## src/rtl/serial_addsub.sv

```systemverilog
// Bit-serial add/subtract: one full-adder step per clock, LSB first.
// Optional signed-overflow flag enabled by SERIAL_ADDSUB_OVF_EN.
module serial_addsub #(
  parameter int WIDTH = 8
) (
  input  logic             clk,
  input  logic             rst,
  input  logic             start,
  input  logic             sub,
  input  logic [WIDTH-1:0] A,
  input  logic [WIDTH-1:0] B,
  output logic             busy,
  output logic             done,
  output logic [WIDTH-1:0] S,
  output logic             c_out,
  output logic             ovf
);

  localparam int CW = $clog2(WIDTH);

  typedef enum logic [1:0] {
    IDLE,
    SHIFT,
    DONE
  } state_t;

  state_t state, state_n;

  logic [WIDTH-1:0] op_a;
  logic [WIDTH-1:0] op_b;
  logic [WIDTH-1:0] acc;
  logic [CW-1:0]    count;
  logic             carry;
  logic             sum;
  logic             carry_n;
  logic             last;

  assign last    = (count == CW'(WIDTH-1));
  assign sum     = op_a[0] ^ op_b[0] ^ carry;
  assign carry_n = (op_a[0] & op_b[0]) |
                   (op_a[0] & carry) |
                   (op_b[0] & carry);

  // State register
  always_ff @(posedge clk or posedge rst) begin
    if (rst) state <= IDLE;
    else     state <= state_n;
  end

  // Next-state: start is only honoured outside SHIFT
  always_comb begin
    state_n = state;
    case (state)
      IDLE,
      DONE:    state_n = start ? SHIFT : IDLE;
      SHIFT:   if (last) state_n = DONE;
      default: state_n = IDLE;
    endcase
  end

  // Operand load, serial shift and result capture
  always_ff @(posedge clk or posedge rst) begin
    if (rst) begin
      busy  <= 1'b0;
      done  <= 1'b0;
      op_a  <= '0;
      op_b  <= '0;
      acc   <= '0;
      count <= '0;
      carry <= 1'b0;
      S     <= '0;
      c_out <= 1'b0;
    end else begin
      busy <= (state_n == SHIFT);
      done <= (state_n == DONE);
      if (state != SHIFT && start) begin
        op_a  <= A;
        op_b  <= sub ? ~B : B;
        carry <= sub;
        acc   <= '0;
        count <= '0;
      end else if (state == SHIFT) begin
        op_a  <= op_a >> 1;
        op_b  <= op_b >> 1;
        acc   <= {sum, acc[WIDTH-1:1]};
        carry <= carry_n;
        count <= count + CW'(1);
        if (last) begin
          S     <= {sum, acc[WIDTH-1:1]};
          c_out <= carry_n;
        end
      end
    end
  end

`ifdef SERIAL_ADDSUB_OVF_EN
  // Overflow: carry into MSB differs from carry out of MSB
  always_ff @(posedge clk or posedge rst) begin
    if (rst)                      ovf <= 1'b0;
    else if (state == SHIFT && last) ovf <= carry ^ carry_n;
  end
`else
  assign ovf = 1'b0;
`endif

endmodule
```

## config.mk

```make
export PLATFORM = sky130hd
export DESIGN_NAME = serial_addsub
export DESIGN_NICKNAME = d
export VERILOG_FILES = /design/src/rtl/serial_addsub.sv
export SDC_FILE = /design/constraint.sdc
export NUM_CORES = 1
export LEC_CHECK = 0
export BUFFER_PORTS_ARGS = -buffer_cell sky130_fd_sc_hd__buf_2
export CAP_MARGIN = 20
export CELL_PAD_IN_SITES_DETAIL_PLACEMENT = 2
export CELL_PAD_IN_SITES_GLOBAL_PLACEMENT = 2
export CORE_UTILIZATION = 32
export DETAILED_ROUTE_END_ITERATION = 12
export GPL_TIMING_DRIVEN = 0
export PLACE_DENSITY_LB_ADDON = 0.08
export RECOVER_POWER = 100
export SLEW_MARGIN = 20
export SYNTH_ARGS = -nofsm -noshare
export SYNTH_HDL_FRONTEND = slang
export SYNTH_SLANG_ARGS = --single-unit
export TNS_END_PERCENT = 10
```

## constraint.sdc

```tcl
create_clock -name clk -period 1.3 [get_ports clk]
set_input_delay 0.13 -clock clk [delete_from_list [all_inputs] [get_ports clk]]
set_output_delay 0.13 -clock clk [all_outputs]
set_load 0.02 [all_outputs]
```

==> Word-level counts from Yosys, hierarchy flattened <==
Cells that the tools add are included.
{ "op_classes": {"add_sub_neg": 1, "eq_ne": 6, "n_mux": 14, "n_bitwise": 9, "n_reduce_logical": 5} }
{ "op_table": {"columns": ["op", "n"], "rows": [
  ["$mux W8", 7],
  ["$not A8 Y8", 1],
  ["$mux W3", 2],
  ["$eq A2 B1 Y1 const B", 2],
  ["$eq A2 B2 Y1 const B", 2],
  ["$pmux W2 S2", 1],
  ["$add A3 B1 Y3 const B", 1],
  ["$and A1 B1 Y1", 3],
  ["$eq A3 B3 Y1 const B", 1],
  ["$mux W1", 3],
  ["$reduce_and A3 Y1", 1],
  ["$logic_not A2 Y1", 1],
  ["$mux W2", 1],
  ["$ne A2 B1 Y1 const B", 1],
  ["$or A1 B1 Y1", 2],
  ["$reduce_bool A2 Y1", 1],
  ["$reduce_or A2 Y1", 1],
  ["$xor A1 B1 Y1", 2],
  ["$logic_and A1 B1 Y1", 1],
  ["$not A1 Y1", 1]
]} }
{ "word_totals": {"ff_bits": 41, "inputBits": 20, "output_inout_bits": 12, "word_cells": 45} }

==> Logic depth before layout (Yosys ltp) <==
Gate-level depths: netlist of the first run.
{ "logic_depth": {"word_depth": 5, "mapped_depth": 6, "ltp_nobuf": 5} }

==> Worst setup path after synthesis of the first run <==
OpenSTA, ideal clock, no wires.
{ "synth_path": {"path_type": "register to register", "startpoint": "register count[0]", "endpoint": "register S[0]", "arrival_ns": 1.318, "setup_slack_ns": -0.143, "stages_incl_launch_ff": 6, "n_path_buf": 1, "path_cell_list": "dfrtp_1 -> ha_1 -> ha_1 -> nand3b_4 -> buf_6 -> mux2_4"} }
{ "synth_via": {"elab_chain_len": 2} }
{ "synth_rtl": {"columns": ["element", "line", "source"], "rows": [
  ["start, declared", "32", "logic [CW-1:0] count;"],
  ["start signal, assigned", "87", "count <= count + CW'(1);"],
  ["$eq A3 B3 Y1", "38", "assign last = (count == CW'(WIDTH-1));"],
  ["$reduce_and A3 Y1 (no line)", null, null],
  ["end signal, assigned", "89", "S <= {sum, acc[WIDTH-1:1]};"],
  ["end, declared", "14", "output logic [WIDTH-1:0] S,"]
]} }
Every way passes these cells.
A chain may end at the register's enable or synchronous reset.

==> Worst setup path in the final report of the first run <==
{ "layout_path": {"startpoint": "register count[1]", "endpoint": "register S[5]"} }
The elaborated chain is that of the path after synthesis.

==> impl_metrics.py, run 1 <==
metrics = {
    "floorplan": {
        "initial_core_util_pct": 33.24,
        "die-area_um2": 6063,
        "coreArea_um2": 5540,
        "die_w_um": 77.87,
        "rows": 27,
        "dieHeight_um": 77.87,
        "io_pins": 32,
    },
    "clock_network": {
        "cts_root_buf": "clkbuf_8",
        "cts_tree": "built",
        "ctsHtreeMaxLevel": 2,
        "cts_buffers": 5,
        "cts_buffer_depth": 2,
        "cts.sinks": 40,
        "clk_pin_slew_ns": 0.07,
        "insertion_delay_ns": 0.29,
    },
    "finish": {
        "antenna_cells": 0,
        "num-fill-cells": 628,
        "nNetsFinal": 229,
        "syn2layout_area_growth_pct": 19.36,
        "drive_above_1_share_pct": 25.24,
    },
    "sta": {
        "clock.fmax_mhz": 703.7,
        "rsz0062_at_grt": "yes",
        "hold_violations": 0,
        "final-setup-viol-count": 9,
        "clock-skew-final_ns": 0.005820,
        "fin_setup_tns_ns": -0.7768,
        "hold_ws_ns": 0.1084,
        "min_period_ns": 1.421,
        "post-route-period-util_pct": 109.3,
        "layout_setup_ws_ns": -0.1210,
        "final_max_slew_viol_count": 0,
    },
    "routing": {
        "viasPerCell": 4.644,
        "wl_per_cell_um": 14.60,
        "drt_first_pass_iters": 4,
        "wl_um": 4058,
        "drtIter0Drc": 69,
        "vias": 1291,
        "postRouteAntennaNets": 0,
        "drcViolationCount": 0,
    },
    "yosys": {
        "netlist.area_leader.share_pct": 54.35,
        "synthesis.nets": 187,
        "avgSynthCellArea_um2": 11.23,
        "synth_seq_cells": 40,
        "yosys_warnings": 0,
        "syn_inst": 164,
        "synthArstFlopShare_pct": 100.0,
        "synth_largest_area_cell": "dfrtp_1",
        "synth_cell_types": 26,
        "synth_area_leaders": "dfrtp_1 54%, mux2i_1 8.2%, o21ai_0 7.1%",
        "syn_area_um2": 1842,
        "yosysSeqAreaShare_pct": 54.35,
        "synth_edf_count": 0,
        "synth_ff_type": "dfrtp_1",
    },
    "power_and_ir_drop": {
        "vdd_ir_drop_max_v": 0.0006066,
        "internal_power_w": 0.002955,
        "switchingPower_w": 0.001774,
        "switching_share_pct": 37.51,
        "power_frac_seq_pct": 44.5,
        "clkPwrFrac_pct": 16.6,
        "p_total_w": 0.004729,
        "p_per_area_nw_per_um2": 2151,
        "share_comb_of_total_power_pct": 38.9,
        "p_leak_nw": 1.084,
    },
    "global_routing": {
        "gr-usage-met1_pct": 19.70,
        "use_met2_pct": 24.69,
        "busiest_layer": "met2",
        "use_met3_pct": 3.294,
        "grt_first_pass_wirelength_um": 7010,
        "overflow": 0,
        "grt_antenna_before_repair": 0,
        "grt_max_degree": 32,
        "first_global_vias": 1419,
        "track_usage_pct": 15.11,
    },
    "hold_path": {
        "holdCritPathClass": "in2reg",
    },
    "setup_path": {
        "crit_arrival_ns": 1.60,
        "max_stage_delay_ns": 0.40,
        "end_kind": "register",
        "setup.worst_path.start_class": "register",
        "critical_path_class": "reg2reg",
        "critPathMaxFanout": 3,
        "path_cells": "ha_2 -> ha_4 -> nand3b_4 -> buf_4 -> mux2_2",
        "critical-path-slowest-cell": "dfrtp_1",
        "worstPathRequired_ns": 1.47,
    },
    "job": {
        "drv_cap": 0,
    },
    "run_status": {
        "violations": "negative setup slack",
        "status": "complete, but fails checks",
    },
    "placed_design": {
        "gp_congestion": 0.6690,
        "dp_hpwl_um": 2955,
        "port_buffers": 28,
    },
}
## flip-flops by register name, summed over array words and instances (netlist names)
name   flops
S          8
op_a       8
op_b       8
acc        7
count      3
state      2
busy       1
c_out      1
carry      1
done       1
## synth_stat cells, types with 3 or more instances
library cell and count:
o21ai_0 26, inv_1 7, dfrtp_1 40, nand2_1 33, mux2_4 4, xor2_1 7
buf_6 4, mux2_2 3, mux2i_1 15, buf_4 3
## final timing paths
check                                     startpoint                   to  slack [ns]  cells after the start
worst max-delay path            count[1]$_DFFE_PP0P_     S[5]$_DFFE_PP0P_       -0.12                      5
worst min-delay path                            A[7]  op_a[7]$_DFFE_PP0P_        0.11                      3
worst max register to register  count[1]$_DFFE_PP0P_     S[5]$_DFFE_PP0P_       -0.12                      5
worst min register to register     c_out$_DFFE_PP0P_    c_out$_DFFE_PP0P_        0.49                      2
max in group asynchronous                        rst   state[0]$_DFF_PP0_        0.16                      4
min in group asynchronous                        rst  op_b[6]$_DFFE_PP0P_        0.37                      3
## cell usage in the layout (no fill, tap or decap), drive strengths merged
master       Yosys  final
a21oi            2      2
and2b            1      1
buf              9     32
clkbuf           3     20
clkinv           0      1
conb             1      1
dfrtp           40     40
dlygate4sd3      0      1
fa               1      1
ha               2      2
inv              7      7
mux2             7      7
mux2i           15     15
nand2           33     33
nand2b           1      1
nand3            2      2
nand3b           1      1
nor2             1      1
o211a            1      1
o21ai           27     27
o22ai            2      2
xnor2            1      1
xor2             7      7
## power by group through the flow
stage / clock network, W / registers (W) / logic (W)
6_report: 0.000784 / 0.00211 / 0.00184
2_1_floorplan: 0 / 0.00225 / 0.00117
3_5_place_dp: 0 / 0.00214 / 0.00192
3_3_place_gp: 0 / 0.00210 / 0.00182
4_1_cts: 0.000816 / 0.00211 / 0.00194
5_1_grt: 0.000872 / 0.00218 / 0.00211
## area by class of cell
type / instances / area (um^2) / area share [%]
sequential: 40 / 1002 / 45.59
multi-input combinational: 105 / 720.7 / 32.78
timing repair buffer: 35 / 181.4 / 8.253
buffer: 12 / 100.1 / 4.553
tap: 72 / 90.09 / 4.098
clock buffer: 6 / 72.57 / 3.301
inverter: 7 / 26.28 / 1.195
clock inverter: 1 / 5.005 / 0.2277
## metrics by stage
stage	util (%)	worst slack, ns	instances	area (um^2)
2_1_floorplan	-	-0.05585	164	1857
3_3_place_gp	37.67	-0.3271	264	2087
3_5_place_dp	38.03	-0.1680	265	2107
4_1_cts	39.95	-0.1422	275	2213
5_1_grt	39.68	-0.1483	278	2198
6_report	39.68	-0.1210	278	2198
## cell families after synthesis
logic type	count (synthesis)	share of synthesized area, %
adders and majority gates	3	2.445
and+or+nand+nor	39	9.307
DFF	40	54.35
buffers and inverters	19	7.337
AOI/OAI and AO/OA	32	9.307
other	1	0.2036
muxes	22	13.25
xor gates and xnor gates	8	3.804
## layer usage
metal  routed length [um]  vias up
li1                     -      618
met1                 1869      641
met2                 1992       24
met3                  137        8
met4                   58        0
met5                    0        -
## what timing repair did
item                       4_1_cts  5_1_grt
hold endpoints to repair         9        0
gates resized for setup          1        4
hold buffers                     1        0
setup buffers                    2        3
gates cloned                     0        0
setup endpoints to repair        7       16
pin swaps                        1        1
## worst max-delay path, delay by kind of cell (launching register included)
family,cells,cell delay (ns)
flip-flops,1,0.40
adder cells (fa/ha/maj),2,0.37
multiplexers,1,0.32
buffers and inverters,1,0.12
AND/OR/NAND/NOR,1,0.10
Note: power is estimated with default switching activity, not from simulation.
==> run 2, diff against run 1 <==
CORE_MARGIN = 4   (was unset)
==> run 2 against run 1 <==
The flow still finishes with violations (negative setup slack). Clock power up 9.9%. Global-route usage down 1.6 points. Flip-flop and latch count unchanged. Register-to-register slack about the same. Via count up 0.62%. Critical endpoint is now S[3]$_DFFE_PP0P_. Power up 3.9%. Combinational power up 5%. Core utilization up 0.79 points. Cell count unchanged.
==> impl_metrics.py, run 2 (synthesis gave the netlist of run 1 again) <==
metrics = {
    "sta": {
        "post-route-period-util_pct": 108.6,
        "min_period_ns": 1.412,
        "hold_violations": 0,
        "tightestPinTransition_ns": 0.8502,
        "final-setup-viol-count": 9,
        "clock-skew-final_ns": 0.007223,
        "rsz0062_at_grt": "yes",
        "clock.fmax_mhz": 708.3,
        "hold_ws_ns": 0.1151,
        "fin_setup_tns_ns": -0.5907,
        "final_max_slew_viol_count": 0,
        "layout_setup_ws_ns": -0.1118,
        "slew_headroom_pct": 43.25,
    },
    "finish": {
        "final_common_cell": "dfrtp_1",
        "top_regs": "S: 8 flops, op_a: 8 flops, op_b: 8 flops",
        "fin_cells": 278,
        "antenna_cells": 0,
        "drive_above_1_share_pct": 26.21,
        "final_cell_mix": "39 x dfrtp_1, 33 x nand2_1, 26 x o21ai_0, 19 x buf_2, 15 x mux2i_1",
        "syn2layout_area_growth_pct": 21.74,
        "multi_input_area_um2": 720.7,
        "register_area_um2": 1002,
        "nNetsFinal": 228,
        "num-fill-cells": 595,
    },
    "routing": {
        "postRouteAntennaNets": 0,
        "wl_um": 4285,
        "drt_first_pass_iters": 3,
        "vias": 1299,
        "drcViolationCount": 0,
        "drtIter0Drc": 23,
        "viasPerCell": 4.673,
        "wl_per_cell_um": 15.41,
    },
    "placed_design": {
        "placed_cells": 265,
        "gp_congestion": 0.6859,
        "dpl_worst_slack_ns": -0.1746,
        "dp_hpwl_um": 3155,
        "port_buffers": 28,
    },
    "power_and_ir_drop": {
        "p_leak_nw": 1.107,
        "p_total_w": 0.004912,
        "vdd_ir_drop_max_v": 0.0006717,
        "p_per_area_nw_per_um2": 2191,
    },
    "run_status": {
        "status": "complete, but fails checks",
        "violations": "negative setup slack",
    },
    "floorplan": {
        "dieHeight_um": 83.87,
        "rows": 27,
        "initial_core_util_pct": 33.24,
        "io_pins": 32,
        "die_w_um": 83.87,
        "die-area_um2": 7033,
        "coreArea_um2": 5540,
    },
    "hold_path": {
        "holdCritPathClass": "in2reg",
    },
    "setup_path": {
        "crit_arrival_ns": 1.59,
        "critical_path_class": "reg2reg",
        "critPathMaxFanout": 5,
        "r2r_slack_ns": -0.11,
        "end_kind": "register",
        "worstPathRequired_ns": 1.48,
        "setup.worst_path.start_class": "register",
    },
    "clock_network": {
        "ctsHtreeMaxLevel": 2,
        "cts.sinks": 40,
        "insertion_delay_ns": 0.29,
        "cts_buffer_depth": 2,
        "clk_pin_slew_ns": 0.08,
        "cts_buffers": 5,
        "cts_root_buf": "clkbuf_8",
        "cts_tree": "built",
    },
    "global_routing": {
        "overflow": 0,
        "grt_first_pass_wirelength_um": 7514,
        "grt_max_degree": 22,
        "first_global_vias": 1526,
        "grt_antenna_before_repair": 0,
        "track_usage_pct": 13.47,
    },
    "job": {
        "drv_cap": 0,
    },
}
## run 2: cell types whose count changed in the layout (fill, tap and decap cells not counted), sizes merged
cell,delta
buf,+1
clkbuf,-2
clkinv,+1
## run 2: worst paths after layout
check | startpoint | end | cells past startpoint
max | count[1]$_DFFE_PP0P_ | S[3]$_DFFE_PP0P_ | 5
min | A[7] | op_a[7]$_DFFE_PP0P_ | 3
max reg2reg | count[1]$_DFFE_PP0P_ | S[3]$_DFFE_PP0P_ | 5
min reg2reg | op_a[1]$_DFFE_PP0P_ | op_a[0]$_DFFE_PP0P_ | 2
max in group asynchronous | rst | op_a[2]$_DFFE_PP0P_ | 4
min in group asynchronous | rst | done$_DFF_PP0_ | 3
## run 2: area by class of cell
cell class,count,area share [%]
clock inverter,2,0.4464
sequential,40,44.70
tap,72,4.018
multi-input combinational,105,32.14
inverter,7,1.172
timing repair buffer,34,8.650
clock buffer,6,3.683
buffer,12,5.190
## run 2: through the flow
step	cell area (um^2)	utilization (%)
finish	2242	40.47
global route	2242	40.47
CTS	2243	40.49
detailed placement	2115	38.17
floorplan	1857	-
global placement	2087	37.67
## run 2: critical path, stage by stage, from the launching register on
cell and delay, ns:
dfrtp_1 0.39, ha_2 0.20, ha_4 0.17, nand3b_4 0.10, buf_8 0.13, mux2_4 0.30
## run 2: routing by layer
metal / wire length [um] / GRT usage, %
met2: 2194 / 23.36
met4: 51 / 3.947
met3: 158 / 3.455
met1: 1879 / 16.41
met5: 0 / 0
## run 2: repair_timing
action,CTS,global route
hold endpoints to repair,19,0
buffers inserted,3,1
pin swaps,1,1
setup endpoints to repair,7,31
gates resized for setup,1,5
hold buffers,1,0
## run 2: power by group
part	total (W)	switching (W)	internal [W]
sequential	0.00212	0.000326	0.00179
combinational	0.00193	0.00108	0.000855
clock	0.000862	0.000438	0.000424
